**src/rtl/cpu_pkg.sv**
```systemverilog
// Shared CPU definitions: fetch state encoding and PC constants.
package cpu_pkg;

  typedef enum logic [1:0] {
    IDLE = 2'd0,
    REQ  = 2'd1,
    HOLD = 2'd2,
    DROP = 2'd3
  } fetch_state_e;

  localparam logic [31:0] RESET_PC   = 32'h0000_0000;
  localparam logic [31:0] PC_STEP    = 32'd4;
  localparam logic [31:0] NOP_BUBBLE = 32'b0;

  function automatic logic [31:0] word_align(input logic [31:0] addr);
    return {addr[31:2], 2'b00};
  endfunction

endpackage

```
**src/rtl/if_fetch_if.sv**
```systemverilog
// Instruction-memory request/ack bus between the fetch stage and imem.
interface if_fetch_if;
  logic        imem_req_o;
  logic [31:0] imem_addr_o;
  logic        imem_ack_i;
  logic [31:0] imem_data_i;

  modport master (output imem_req_o, imem_addr_o, input imem_ack_i, imem_data_i);
  modport slave  (input imem_req_o, imem_addr_o, output imem_ack_i, imem_data_i);
endinterface

```
**src/rtl/if_fetch.sv**
```systemverilog
// Instruction fetch stage: one outstanding imem request, one-entry buffer
// feeding the IF/ID register, with redirect (flush) handling.
module if_fetch
  import cpu_pkg::*;
(
  input  logic              clk_i,
  input  logic              rst_i,
  input  logic              start_i,
  input  logic              stall_i,
  input  logic              MemStall_i,
  input  logic              flush_i,
  input  logic [31:0]       flush_pc_i,
  if_fetch_if.master        imem,
  output logic [31:0]       instr_o,
  output logic [31:0]       PC_o
);

  fetch_state_e state_q, state_d;
  logic [31:0]  fetch_pc_q, fetch_pc_d;
  logic [31:0]  pending_pc_q, pending_pc_d;
  logic [31:0]  buf_instr_q, buf_instr_d;
  logic [31:0]  buf_pc_q, buf_pc_d;
  logic [31:0]  target;
  logic         accept;

  assign target = word_align(flush_pc_i);
  assign accept = (state_q == HOLD) && !stall_i && !MemStall_i && !flush_i;

  always_comb begin
    state_d      = state_q;
    fetch_pc_d   = fetch_pc_q;
    pending_pc_d = pending_pc_q;
    buf_instr_d  = buf_instr_q;
    buf_pc_d     = buf_pc_q;
    case (state_q)
      IDLE: begin
        if (start_i) begin
          state_d    = REQ;
          fetch_pc_d = RESET_PC;
        end
      end
      REQ: begin
        // A redirect wins over a returning word; without ack the request
        // must still be drained, so the target is parked in pending_pc.
        if (flush_i) begin
          if (imem.imem_ack_i) begin
            fetch_pc_d = target;
          end else begin
            pending_pc_d = target;
            state_d      = DROP;
          end
        end else if (imem.imem_ack_i) begin
          buf_instr_d = imem.imem_data_i;
          buf_pc_d    = fetch_pc_q;
          state_d     = HOLD;
        end
      end
      HOLD: begin
        if (flush_i) begin
          buf_instr_d = NOP_BUBBLE;
          fetch_pc_d  = target;
          state_d     = REQ;
        end else if (accept) begin
          fetch_pc_d = fetch_pc_q + PC_STEP;
          state_d    = REQ;
        end
      end
      DROP: begin
        if (imem.imem_ack_i) begin
          fetch_pc_d = flush_i ? target : pending_pc_q;
          state_d    = REQ;
        end else if (flush_i) begin
          pending_pc_d = target;
        end
      end
      default: state_d = IDLE;
    endcase
  end

  always_ff @(posedge clk_i) begin
    if (!rst_i) begin
      state_q      <= IDLE;
      fetch_pc_q   <= RESET_PC;
      pending_pc_q <= RESET_PC;
      buf_instr_q  <= NOP_BUBBLE;
      buf_pc_q     <= RESET_PC;
    end else begin
      state_q      <= state_d;
      fetch_pc_q   <= fetch_pc_d;
      pending_pc_q <= pending_pc_d;
      buf_instr_q  <= buf_instr_d;
      buf_pc_q     <= buf_pc_d;
    end
  end

  assign imem.imem_req_o  = (state_q == REQ) || (state_q == DROP);
  assign imem.imem_addr_o = fetch_pc_q;
  assign instr_o          = (state_q == HOLD) ? buf_instr_q : NOP_BUBBLE;
  assign PC_o             = buf_pc_q;

endmodule

```
**src/flat_wrapper.sv**
```systemverilog
// flat-port wrapper written by rule: the top's interface ports become plain ports
module if_fetch_flat import cpu_pkg::*;
  (clk_i, rst_i, start_i, stall_i, MemStall_i, flush_i, flush_pc_i, instr_o, PC_o, imem_imem_req_o, imem_imem_addr_o, imem_imem_ack_i, imem_imem_data_i);
  if_fetch_if imem_i ();
  input  logic clk_i;
  input  logic rst_i;
  input  logic start_i;
  input  logic stall_i;
  input  logic MemStall_i;
  input  logic flush_i;
  input  logic [31:0] flush_pc_i;
  output logic [31:0] instr_o;
  output logic [31:0] PC_o;
  output wire logic [$bits(imem_i.imem_req_o)-1:0] imem_imem_req_o;
  output wire logic [$bits(imem_i.imem_addr_o)-1:0] imem_imem_addr_o;
  input wire logic [$bits(imem_i.imem_ack_i)-1:0] imem_imem_ack_i;
  input wire logic [$bits(imem_i.imem_data_i)-1:0] imem_imem_data_i;
  assign imem_imem_req_o = imem_i.imem_req_o;
  assign imem_imem_addr_o = imem_i.imem_addr_o;
  assign imem_i.imem_ack_i = imem_imem_ack_i;
  assign imem_i.imem_data_i = imem_imem_data_i;
  if_fetch u_core (.clk_i(clk_i), .rst_i(rst_i), .start_i(start_i), .stall_i(stall_i), .MemStall_i(MemStall_i), .flush_i(flush_i), .flush_pc_i(flush_pc_i), .imem(imem_i), .instr_o(instr_o), .PC_o(PC_o));
endmodule
```
**config.mk**
```make
export PLATFORM = sky130hd
export DESIGN_NAME = if_fetch_flat
export DESIGN_NICKNAME = d
export VERILOG_FILES = /design/src/rtl/cpu_pkg.sv /design/src/rtl/if_fetch_if.sv /design/src/rtl/if_fetch.sv /design/src/flat_wrapper.sv
export SDC_FILE = /design/constraint.sdc
export NUM_CORES = 1
export LEC_CHECK = 0
export ABC_CLOCK_PERIOD_IN_PS = 2300
export CORE_MARGIN = 4
export CORE_UTILIZATION = 30
export CTS_CLUSTER_SIZE = 30
export DETAILED_ROUTE_END_ITERATION = 7
export HOLD_SLACK_MARGIN = 0.06
export MAX_ROUTING_LAYER = met4
export PLACE_DENSITY = 0.56
export SETUP_SLACK_MARGIN = 0.15
export SLEW_MARGIN = 30
export SYNTH_ARGS = -nofsm -noshare
export SYNTH_HDL_FRONTEND = slang
export SYNTH_SLANG_ARGS = --single-unit
```
**constraint.sdc**
```tcl
create_clock -name clk_i -period 2.3 [get_ports clk_i]
set_input_delay 0.23 -clock clk_i [delete_from_list [all_inputs] [get_ports clk_i]]
set_output_delay 0.23 -clock clk_i [all_outputs]
set_load 0.05 [all_outputs]
```
# [Word-level counts from Yosys, hierarchy flattened]
# Cells that the tools add are included.
[totals] register_bits=130 in_bits=71 out_inout_bits=97
[classes] addsub=1 eq_ne=14 muxes=25 n_bitwise=1 n_reduce_logical=15
[ops] op="32-bit two-way mux" n=14
[ops] op="32-bit one-hot mux with 2 select lines" n=2
[ops] op="32-bit one-hot mux with 4 select lines" n=1
[ops] op="32-bit by 3-bit adder with 32-bit output (second input constant)" n=1
[ops] op="2-bit inequality test (second input constant)" n=8
[ops] op="2-bit two-way mux" n=7
[ops] op="5-bit AND reduction" n=2
[ops] op="2-bit one-hot mux with 4 select lines" n=1
[ops] op="4-bit AND reduction" n=2
[ops] op="3-bit inequality test (second input constant)" n=2
[ops] op="2-bit == test (second input constant)" n=2
[ops] op="2-bit nonzero test" n=2
[ops] op="1-bit logical AND" n=3
[ops] op="1-bit zero test" n=3
[ops] op="3-bit by 2-bit inequality test with 1-bit output (second input constant)" n=1
[ops] op="3-bit AND reduction" n=1
[ops] op="2-bit by 1-bit == test with 1-bit output (second input constant)" n=1
[ops] op="2-bit zero test" n=1
[ops] op="1-bit logical OR" n=1
[ops] op="1-bit inverter" n=1

# [Depth between registers and ports, before layout]
# Gate-level depths: netlist (run 1).
[depth] ltp_word=7 ltp_mapped=8

# [Least setup slack after synthesis (run 1)]
# OpenSTA, ideal clock, no wires.
[synth_timing] path_kind="reg2reg" startpoint="reg u_core.fetch_pc_q[7], in the netlist u_core.imem.imem_addr_o[7]" endpoint="reg u_core.fetch_pc_q[27], in the netlist u_core.imem.imem_addr_o[27]" setup_ps=124 arrival_time_ps=2092 required_time_ps=2176 setup_slack_ps=84 stages_incl_launch_ff=7 n_path_buf=1 path_cell_list="dfxtp_1 -> buf_4 -> nand4_1 -> nor3_4 -> nand2_2 -> o311a_1 -> a2111o_1"
[synth_via] elab_chain_len=4
[synth_rtl] item="start: declaration" line_no="if_fetch.sv:19" rtl="logic [31:0] fetch_pc_q, fetch_pc_d;"
[synth_rtl] item="start signal: assignment" line_no="if_fetch.sv:89" rtl="fetch_pc_q <= fetch_pc_d;"
[synth_rtl] item="32-bit by 3-bit adder with 32-bit output" line_no="if_fetch.sv:64" rtl="fetch_pc_d = fetch_pc_q + PC_STEP;"
[synth_rtl] item="32-bit two-way mux" line_no="if_fetch.sv:63" rtl="end else if (accept) begin"
[synth_rtl] item="32-bit two-way mux" line_no="if_fetch.sv:59" rtl="if (flush_i) begin"
[synth_rtl] item="32-bit one-hot mux with 4 select lines" line_no="if_fetch.sv:35" rtl="case (state_q)"
# Every way passes these cells. The select of a mux whose other input is x is not followed.
# A chain may end at the register's enable or synchronous reset.

# [Final worst setup path (run 1)]
[layout_timing] startpoint="reg u_core.fetch_pc_q[5], in the netlist u_core.imem.imem_addr_o[5]" endpoint="out imem_imem_addr_o[5]"
[layout_rtl] item="end: declaration" line_no="flat_wrapper.sv:15" rtl="output wire logic [$bits(imem_i.imem_addr_o)-1:0] imem_imem_addr_o;"
# No word-level cell between the ends.

==> results.py, run 1 <==
metrics = {
    "status": {
        "outcome": "finished, final reports clean",
    },
    "clock_network": {
        "cts_buffer_count": 17,
        "clock_tree_from_tritoncts": "yes",
        "clock_sink_count": 130,
        "root_buffer": "sky130_fd_sc_hd__clkbuf_16",
        "ctsLongestPathBuffers": 2,
        "cts_max_level": 4,
        "insertion_delay_ps": 430,
        "post_cts_hold_buffer_count": 0,
        "clock_pin_transition_on_the_worst_setup_and_hold_timing_paths_ps": 60,
    },
    "floorplan": {
        "die-area_um2": 24500,
        "floorplan.die.height_um": 157,
        "design.portCount": 168,
        "floorplan.rows": 54,
        "fp.coreArea_um2": 21800,
        "die-width_um": 157,
        "initial_utilization": 0.304,
    },
    "sta": {
        "worst_pin_slew_ps": 773,
        "setup_total_negative_slack_ps": 0,
        "finClkSkew_ps": 10.5,
        "final_setup_vio_count": 0,
        "timing.final.hold_violations": 0,
        "finalWorstPathRequiredPeriod_ps": 2080,
        "max-slew-margin-rel": 0.483,
        "achievable-frequency_mhz": 480,
        "finalMaxSlewViolations": 0,
        "layout_setup_ws_ps": 216,
        "grt_setup_unrepaired": "false",
        "final_min_period_over_clock_period": 0.906,
    },
    "critical_path": {
        "cp_top_family": "buffers and inverters",
        "critPathMaxFanout": 8,
        "critPathRequiredTime_ps": 2070,
        "worstPathCellList": "clkdlybuf4s50_1",
        "cp-end-kind": "output port",
        "crit_path_max_cell_delay_ps": 920,
        "critical_path_buf_inv_count": 1,
        "timing.critical_path.from": "u_core.imem.imem_addr_o[5]",
        "worst_r2r_startpoint": "u_core.imem.imem_addr_o[2]",
        "critPathArrivalTime_ps": 1850,
        "timing_worst_setup_path_type": "flop to output port",
        "crit_path_top_delay_cell": "sky130_fd_sc_hd__clkdlybuf4s50_1",
        "start_kind": "flop",
    },
    "final_layout": {
        "synthToLayoutAreaGrowth_pct": 46.7,
        "post_layout_instance_count_excluding_filler_cells": 1268,
        "fillerInstances": 2163,
        "post_route_cell_area_um2": 9710,
        "finish.net_count": 1047,
        "share_of_final_layout_standard_cells_stronger_than_drive_strength_1": 0.145,
        "n_antenna_cell": 0,
    },
    "synthesis": {
        "top_cell_type_s_share_of_synthesized_area": 0.393,
        "synth_cells": 806,
        "synth_async_sr_flop_share": 0,
        "count_of_flip_flops_with_a_built_in_enable_after_synthesis": 0,
        "distinct_cell_type_count_after_synthesis": 69,
        "synth.yosys.seq_area_share": 0.393,
        "synth.net_count": 878,
        "syn-cell-area_um2": 6620,
        "ys_seq_elements": 130,
        "synthTopCellsByArea": "sky130_fd_sc_hd__dfxtp_1, sky130_fd_sc_hd__nand2_1, sky130_fd_sc_hd__a21boi_0",
        "syn_avg_cell_area_um2": 8.21,
        "synth_area_leader_cell": "sky130_fd_sc_hd__dfxtp_1",
        "ys_dominant_reg_cell": "sky130_fd_sc_hd__dfxtp_1",
        "yosysWarningCount": 0,
    },
    "global_route": {
        "grt_overflow_total": 0,
        "grt_antenna_before_repair": 0,
        "wire_length_of_the_first_global_routing_pass_um": 33600,
        "track_usage": 0.179,
        "largest_net_degree_at_the_start_of_global_routing": 59,
        "grt_pass1_vias": 5782,
    },
    "power": {
        "p_leak_nw": 3.45,
        "power.density_nw_per_um2": 611,
        "peak_supply_drop_uv": 422,
    },
    "hold_path": {
        "min_path_type": "input port to flop",
        "worstHoldStart": "rst_i",
    },
    "drt": {
        "avgViaCountPerCell": 5.06,
        "routed_wire_length_per_instance_um": 17.4,
        "first_iter_violations": 488,
        "antenna_violation_net_count_after_detailed_routing": 0,
        "first_pass_iters": 5,
        "drc_errors": 0,
        "vias": 6415,
        "routed_wirelength_um": 22100,
    },
    "place": {
        "io_buffer_count": 165,
        "preCtsSetupSlack_ps": 198,
        "globalplace.congestion": 0.886,
        "place_hpwl_um": 16200,
        "detailed_place.area_um2": 9070,
        "dpl.cell_count": 1234,
    },
    "flow_run": {
        "max_cap_viols": 0,
    },
}
cell usage after synthesis (5+ instances only):
master and count:
sky130_fd_sc_hd__and3_1 7, sky130_fd_sc_hd__mux2i_1 6, sky130_fd_sc_hd__inv_1 9, sky130_fd_sc_hd__nand2_1 150, sky130_fd_sc_hd__a22oi_1 53, sky130_fd_sc_hd__nor3b_1 5, sky130_fd_sc_hd__o211ai_1 6, sky130_fd_sc_hd__nor3_1 9
sky130_fd_sc_hd__nor2b_1 46, sky130_fd_sc_hd__nor2_1 25, sky130_fd_sc_hd__buf_2 18, sky130_fd_sc_hd__a22o_1 27, sky130_fd_sc_hd__a31oi_1 8, sky130_fd_sc_hd__nor4_1 7, sky130_fd_sc_hd__o21ai_0 25, sky130_fd_sc_hd__nand2b_1 9
sky130_fd_sc_hd__buf_1 10, sky130_fd_sc_hd__clkbuf_1 36, sky130_fd_sc_hd__and2_1 38, sky130_fd_sc_hd__nand3_1 10, sky130_fd_sc_hd__o22ai_1 7, sky130_fd_sc_hd__a21oi_1 15, sky130_fd_sc_hd__a211o_1 5, sky130_fd_sc_hd__a21boi_0 65
sky130_fd_sc_hd__nand4_1 11, sky130_fd_sc_hd__dfxtp_1 130
per-layer routing:
metal / vias to the layer above / GRT usage / share of wire
met5: - / - / 0
met4: 0 / 0.0517 / 0.016
met3: 20 / 0.0313 / 0.049
met2: 182 / 0.255 / 0.44
met1: 2998 / 0.261 / 0.49
li1: 3215 / - / -
tightest hold or removal path, stage by stage:
cell                        delay [ps]
sky130_fd_sc_hd__buf_2             160
sky130_fd_sc_hd__a2bb2oi_1          80
sky130_fd_sc_hd__o21ai_0           160
cell type report:
class	count	area, um^2	share of cell area
timing repair buffer	218	2410	0.248
sequential	130	2610	0.269
clock buffer	18	439	0.0452
multi-input combinational	598	3700	0.381
tap	280	350	0.0361
inverter	10	37.5	0.00387
clock inverter	14	163	0.0168
logic make-up (layout without fill, tap and decap cells):
group           Yosys count  after routing  share of synthesized area
fa+ha+maj                 1              1                    0.00189
xor+xnor                  5              5                    0.00662
compound gates          248            248                      0.279
mux                       6              6                    0.00908
simple gates            338            338                      0.260
buf+inv                  78            260                     0.0505
flops                   130            130                      0.393
through the flow:
stage	power (mW)	hold WS (ps)	utilization
floorplan	2.82	375	-
global placement	3.18	448	0.417
detailed placement	3.18	457	0.417
CTS	5.98	229	0.445
global route	6.16	277	0.446
finish	5.93	247	0.446
where the power goes:
| group | switching (mW) | internal, mW |
|---|---|---|
| sequential | 0.0450 | 2.30 |
| clock | 1.06 | 1.73 |
| combinational | 0.437 | 0.354 |
| total | 1.55 | 4.38 |
registers in the layout, indices dropped and copies added, names as in the netlist:
name	flops
u_core.pending_pc_q	32
u_core.buf_instr_q	32
u_core.imem.imem_addr_o	32
u_core.PC_o	32
u_core.state_q	2
path summary, 6_finish.rpt:
path	end	slack [ps]	cells after the start
worst max-delay path	imem_imem_addr_o[5]	220	1
worst min-delay path	u_core.imem.imem_addr_o[25]	250	3
worst max register to register	u_core.imem.imem_addr_o[24]	310	6
worst min register to register	u_core.PC_o[8]	460	2
repair_timing:
item / 4_1_cts / 5_1_grt
endpoints found under the setup margin: 32 / 33
buffers inserted: 0 / 2
resized for setup: 3 / 3
cell usage in the layout, fill, tap and decap left out, types with 5 or more instances in the layout:
master	instances
sky130_fd_sc_hd__nand4_1	11
sky130_fd_sc_hd__nor3b_1	5
sky130_fd_sc_hd__buf_4	50
sky130_fd_sc_hd__a21boi_0	65
sky130_fd_sc_hd__a22oi_1	53
sky130_fd_sc_hd__nand2b_1	9
sky130_fd_sc_hd__and3_1	7
sky130_fd_sc_hd__nand3_1	10
sky130_fd_sc_hd__o21ai_0	25
sky130_fd_sc_hd__dfxtp_2	5
sky130_fd_sc_hd__clkinv_2	5
sky130_fd_sc_hd__a31oi_1	8
sky130_fd_sc_hd__o22ai_1	7
sky130_fd_sc_hd__a21oi_1	14
sky130_fd_sc_hd__nor3_1	9
sky130_fd_sc_hd__nor4_1	7
sky130_fd_sc_hd__clkdlybuf4s50_1	129
sky130_fd_sc_hd__mux2i_1	6
sky130_fd_sc_hd__nand2_1	150
sky130_fd_sc_hd__clkbuf_16	17
sky130_fd_sc_hd__a211o_1	5
sky130_fd_sc_hd__o211ai_1	6
sky130_fd_sc_hd__dfxtp_1	125
sky130_fd_sc_hd__buf_12	36
sky130_fd_sc_hd__a22o_1	27
sky130_fd_sc_hd__nor2_1	25
sky130_fd_sc_hd__and2_1	38
sky130_fd_sc_hd__inv_1	9
sky130_fd_sc_hd__nor2b_1	43
(Power assumes the default switching activity.)
==> run 2, diff against run 1 <==
--- a/config.mk
+++ b/config.mk
@@ -13,6 +13,7 @@
 export HOLD_SLACK_MARGIN = 0.06
 export MAX_ROUTING_LAYER = met4
 export PLACE_DENSITY = 0.56
+export RECOVER_POWER = 100
 export SETUP_SLACK_MARGIN = 0.15
 export SLEW_MARGIN = 30
 export SYNTH_ARGS = -nofsm -noshare
==> run 2 against run 1 <==
Against the previous run:
- non-clock buffer count unchanged
- total power shrank 0.14%
- largest cell class unchanged
- critical path depth up 1
- core utilization fell by 0.22 points
- wire length barely moved
- largest power group unchanged
==> results.py, run 2 (same netlist as run 1, synthesis figures left out) <==
metrics = {
    "hold_path": {
        "hold_depth": 3,
        "worstHoldEndpoint": "u_core.imem.imem_addr_o[25]",
        "min_path_type": "input port to flop",
        "worstHoldStart": "rst_i",
    },
    "sta": {
        "finalMaxSlewViolations": 0,
        "final_min_period_over_clock_period": 0.936,
        "worst_pin_slew_ps": 777,
        "setup_total_negative_slack_ps": 0,
        "finClkSkew_ps": 10.1,
        "grt_setup_unrepaired": "false",
        "timing.final.hold_violations": 0,
        "final_setup_vio_count": 0,
        "worst_hold_slack_ps": 244,
        "finalWorstPathRequiredPeriod_ps": 2150,
        "achievable-frequency_mhz": 464,
        "max-slew-margin-rel": 0.481,
    },
    "critical_path": {
        "critPathArrivalTime_ps": 1920,
        "start_kind": "flop",
        "critPathRequiredTime_ps": 2070,
        "setup.reg_to_reg.worst_slack_ps": 200,
        "critPathMaxFanout": 6,
        "worst_r2r_startpoint": "u_core.imem.imem_addr_o[2]",
        "timing_worst_setup_path_type": "flop to output port",
        "crit-reg2reg-capture": "u_core.imem.imem_addr_o[24]",
        "cp-end-kind": "output port",
        "ff2ff_path_depth": 6,
    },
    "final_layout": {
        "layout_common_cells": "sky130_fd_sc_hd__nand2_1, sky130_fd_sc_hd__dfxtp_1, sky130_fd_sc_hd__clkdlybuf4s50_1, sky130_fd_sc_hd__a21boi_0, sky130_fd_sc_hd__dlygate4sd3_1",
        "share_of_final_layout_standard_cells_stronger_than_drive_strength_1": 0.140,
        "post_route_cell_area_um2": 9660,
        "final_common_cell": "sky130_fd_sc_hd__nand2_1",
        "synthToLayoutAreaGrowth_pct": 45.9,
        "n_antenna_cell": 0,
        "finish.net_count": 1047,
        "fillerInstances": 2169,
    },
    "drt": {
        "routed_wirelength_um": 22000,
        "routed_wire_length_per_instance_um": 17.4,
        "avgViaCountPerCell": 5.08,
        "first_pass_iters": 5,
        "first_iter_violations": 432,
        "vias": 6445,
        "drc_errors": 0,
        "antenna_violation_net_count_after_detailed_routing": 0,
    },
    "power": {
        "internal_power_mw": 4.37,
        "power.share.clock": 0.473,
        "peak_supply_drop_uv": 422,
        "overall_power_mw": 5.92,
        "comb_power_share": 0.131,
        "power.density_nw_per_um2": 613,
        "power.share.switching": 0.262,
        "p_leak_nw": 3.60,
        "power_switching_mw": 1.55,
        "power.share.sequential": 0.397,
    },
    "place": {
        "detailed_place.area_um2": 9070,
        "io_buffer_count": 165,
        "place_hpwl_um": 16200,
        "globalplace.congestion": 0.886,
    },
    "global_route": {
        "grt_pass1_vias": 5782,
        "grt_overflow_total": 0,
        "wire_length_of_the_first_global_routing_pass_um": 33600,
        "grt_antenna_before_repair": 0,
        "largest_net_degree_at_the_start_of_global_routing": 59,
        "track_usage": 0.179,
    },
    "clock_network": {
        "root_buffer": "sky130_fd_sc_hd__clkbuf_16",
        "cts_max_level": 4,
        "clock_pin_transition_on_the_worst_setup_and_hold_timing_paths_ps": 60,
        "ctsLongestPathBuffers": 2,
        "clock_sink_count": 130,
        "clock_tree_from_tritoncts": "yes",
        "insertion_delay_ps": 430,
        "cts_buffer_count": 17,
    },
    "floorplan": {
        "fp.coreArea_um2": 21800,
        "initial_utilization": 0.304,
        "die-width_um": 157,
        "design.portCount": 168,
        "die-area_um2": 24500,
        "floorplan.rows": 54,
        "floorplan.die.height_um": 157,
    },
    "flow_run": {
        "max_cap_viols": 0,
    },
    "status": {
        "outcome": "finished, final reports clean",
    },
}
## run 2: how the worst max path moves through the flow
stage	slack (ps)	to	startpoint
finish	150	imem_imem_addr_o[4]	u_core.imem.imem_addr_o[4]
global route	80	u_core.imem.imem_addr_o[24]	u_core.imem.imem_addr_o[2]
CTS	160	instr_o[24]	u_core.state_q[0]
detailed placement	200	u_core.imem.imem_addr_o[31]	imem_imem_ack_i
global placement	230	u_core.imem.imem_addr_o[18]	u_core.state_q[1]
floorplan	140	u_core.imem.imem_addr_o[27]	u_core.imem.imem_addr_o[4]
## run 2: power groups by stage
| stage | registers [mW] | logic, mW | clock network (mW) |
|---|---|---|---|
| global placement | 2.40 | 0.779 | 0 |
| global route | 2.35 | 0.831 | 2.96 |
| detailed placement | 2.40 | 0.781 | 0 |
| floorplan | 2.45 | 0.372 | 0 |
| finish | 2.35 | 0.774 | 2.80 |
| CTS | 2.35 | 0.785 | 2.85 |
## run 2: layout make-up
cell class / instances / area [um^2] / area share
Clock buffer: 18 / 439 / 0.0455
Clock inverter: 14 / 163 / 0.0168
Timing Repair Buffer: 218 / 2380 / 0.246
Sequential cell: 130 / 2610 / 0.270
Tap cell: 280 / 350 / 0.0363
Multi-Input combinational cell: 598 / 3680 / 0.381
Inverter: 10 / 37.5 / 0.00389
## run 2: what timing repair did
item,4_1_cts,5_1_grt
setup endpoints to repair,32,33
hold buffers,0,0
resized for setup,3,3
buffers inserted,0,2
## run 2: critical path, cell delays in order (launching register included)
cell	delay, ps
sky130_fd_sc_hd__dfxtp_1	400
sky130_fd_sc_hd__buf_4	180
sky130_fd_sc_hd__dlygate4sd3_1	930
## run 2: through the flow
step | std cells | setup WS, ps | utilization
after global placement | 1234 | 225 | 0.417
after global routing | 1268 | 84.1 | 0.444
after floorplan | 806 | 137 | -
after detailed placement | 1234 | 198 | 0.417
final | 1268 | 147 | 0.444
after CTS | 1266 | 161 | 0.445
## run 2: layer usage
metal,part of all wire,GRT usage,up-vias
li1,-,-,3223
met1,0.50,0.261,3017
met2,0.44,0.255,184
met3,0.046,0.0313,21
met4,0.017,0.0517,0
met5,0,-,-
==> run 3, diff against run 2 <==
--- a/config.mk
+++ b/config.mk
@@ -10,6 +10,7 @@
 export CORE_UTILIZATION = 30
 export CTS_CLUSTER_SIZE = 30
 export DETAILED_ROUTE_END_ITERATION = 7
+export GPL_ROUTABILITY_DRIVEN = 0
 export HOLD_SLACK_MARGIN = 0.06
 export MAX_ROUTING_LAYER = met4
 export PLACE_DENSITY = 0.56
@@ -19,3 +20,4 @@
 export SYNTH_ARGS = -nofsm -noshare
 export SYNTH_HDL_FRONTEND = slang
 export SYNTH_SLANG_ARGS = --single-unit
+export TNS_END_PERCENT = 10
==> run 3 against run 2 <==
Against the previous run:
- first-iteration DRC count is the same
- hold slack is essentially flat
- sequential cell count is the same
- critical path type unchanged
- cell count is the same
- worst setup slack lost 22 ps
- clock skew is the same
- register-to-register slack is essentially flat
- sequential power is essentially flat
- die area is the same
- clock power is essentially flat
- global-route usage is the same
- largest power group unchanged
- total power is the same
==> results.py, run 3 (same netlist as run 1, synthesis figures left out) <==
metrics = {
    "clock_network": {
        "root_buffer": "sky130_fd_sc_hd__clkbuf_16",
        "ctsLongestPathBuffers": 2,
        "clock_sink_count": 130,
        "clock_tree_from_tritoncts": "yes",
        "cts_max_level": 4,
        "clock_pin_transition_on_the_worst_setup_and_hold_timing_paths_ps": 60,
        "post_cts_hold_buffer_count": 0,
        "cts_buffer_count": 17,
        "insertion_delay_ps": 430,
    },
    "floorplan": {
        "initial_utilization": 0.304,
        "floorplan.die.height_um": 157,
        "fp.coreArea_um2": 21800,
        "die-width_um": 157,
        "floorplan.rows": 54,
        "design.portCount": 168,
        "die-area_um2": 24500,
    },
    "critical_path": {
        "cp_top_family": "buffers and inverters",
        "worstPathCellList": "buf_4 > dlygate4sd3_1",
        "start_kind": "flop",
        "critPathRequiredTime_ps": 2070,
        "critPathArrivalTime_ps": 1940,
        "critical_path_buf_inv_count": 2,
        "critPathMaxFanout": 6,
        "cp-end-kind": "output port",
        "crit_path_top_delay_cell": "sky130_fd_sc_hd__dlygate4sd3_1",
        "timing_worst_setup_path_type": "flop to output port",
        "crit_path_max_cell_delay_ps": 870,
    },
    "sta": {
        "final_min_period_over_clock_period": 0.946,
        "grt_setup_unrepaired": "true",
        "finalMaxSlewViolations": 0,
        "max-slew-margin-rel": 0.481,
        "worst_pin_slew_ps": 777,
        "timing.final.hold_violations": 0,
        "setup_total_negative_slack_ps": 0,
        "final_setup_vio_count": 0,
        "achievable-frequency_mhz": 460,
        "finalWorstPathRequiredPeriod_ps": 2170,
        "finClkSkew_ps": 10.1,
    },
    "flow_run": {
        "max_cap_viols": 0,
    },
    "final_layout": {
        "layout_common_cells": "sky130_fd_sc_hd__nand2_1, sky130_fd_sc_hd__dfxtp_1, sky130_fd_sc_hd__clkdlybuf4s50_1, sky130_fd_sc_hd__a21boi_0, sky130_fd_sc_hd__dlygate4sd3_1",
        "synthToLayoutAreaGrowth_pct": 46.0,
        "finish.net_count": 1047,
        "n_antenna_cell": 0,
        "post_route_cell_area_um2": 9660,
        "final_common_cell": "sky130_fd_sc_hd__nand2_1",
        "fillerInstances": 2167,
        "share_of_final_layout_standard_cells_stronger_than_drive_strength_1": 0.140,
    },
    "drt": {
        "vias": 6447,
        "routed_wirelength_um": 22000,
        "routed_wire_length_per_instance_um": 17.4,
        "drc_errors": 0,
        "antenna_violation_net_count_after_detailed_routing": 0,
        "avgViaCountPerCell": 5.08,
        "first_pass_iters": 5,
        "first_iter_violations": 432,
    },
    "power": {
        "power.density_nw_per_um2": 613,
        "p_leak_nw": 3.61,
        "overall_power_mw": 5.92,
        "peak_supply_drop_uv": 422,
    },
    "global_route": {
        "largest_net_degree_at_the_start_of_global_routing": 59,
        "track_usage": 0.179,
        "grt_antenna_before_repair": 0,
        "wire_length_of_the_first_global_routing_pass_um": 33600,
        "grt_pass1_vias": 5782,
        "grt_overflow_total": 0,
    },
    "status": {
        "outcome": "finished, final reports clean",
    },
    "hold_path": {
        "min_path_type": "input port to flop",
    },
    "place": {
        "place_hpwl_um": 16200,
        "detailed_place.area_um2": 9070,
        "io_buffer_count": 165,
    },
}
-- run 3: changes by cell type in the layout (fill, tap and decap cells not counted) --
cell	delta
sky130_fd_sc_hd__clkbuf_1	-1
sky130_fd_sc_hd__dlygate4sd3_1	+1
-- run 3: worst min-delay path: cells and delay by family --
kind,cells,cell delay (ps)
buffers and inverters,1,160
AOI/OAI and AO/OA,2,240
-- run 3: final timing paths --
kind	endpoint	slack (ps)	from	cells past startpoint
worst max-delay path	imem_imem_addr_o[13]	130	u_core.imem.imem_addr_o[13]	2
worst min-delay path	u_core.imem.imem_addr_o[25]	240	rst_i	3
worst max register to register	u_core.imem.imem_addr_o[24]	200	u_core.imem.imem_addr_o[2]	6
worst min register to register	u_core.PC_o[8]	460	u_core.PC_o[8]	2
-- run 3: area by class of cell --
class                      instances  area [um^2]  area share
sequential                       130         2610       0.270
tap                              280          350      0.0363
timing repair buffer             218         2390       0.247
clock buffer                      18          439      0.0454
multi-input combinational        598         3680       0.381
inverter                          10         37.5     0.00388
clock inverter                    14          163      0.0168
-- run 3: per-layer routing --
layer	up-vias	share of wire	GRT usage
met5	-	0	-
met4	0	0.017	0.0517
met3	21	0.047	0.0313
met2	184	0.44	0.255
met1	3017	0.50	0.261
li1	3225	-	-
-- run 3: report_power, final --
| part | total, mW | switching [mW] | internal, mW |
|---|---|---|---|
| clock network | 2.80 | 1.07 | 1.73 |
| logic | 0.774 | 0.434 | 0.339 |
| registers | 2.35 | 0.0446 | 2.30 |
| total | 5.92 | 1.55 | 4.37 |
-- run 3: through the flow --
stage / utilization / instances / worst slack (ps) / hold slack, ps
CTS: 0.445 / 1266 / 161 / 229
global placement: 0.417 / 1234 / 225 / 448
floorplan: - / 806 / 137 / 375
global route: 0.444 / 1268 / 74.6 / 277
finish: 0.444 / 1268 / 125 / 244
detailed placement: 0.417 / 1234 / 198 / 457
-- run 3: timing repair --
item,CTS,global route
resized for setup,3,2
endpoints found under the setup margin,32,33
pin swaps,0,0
setup buffers,0,2
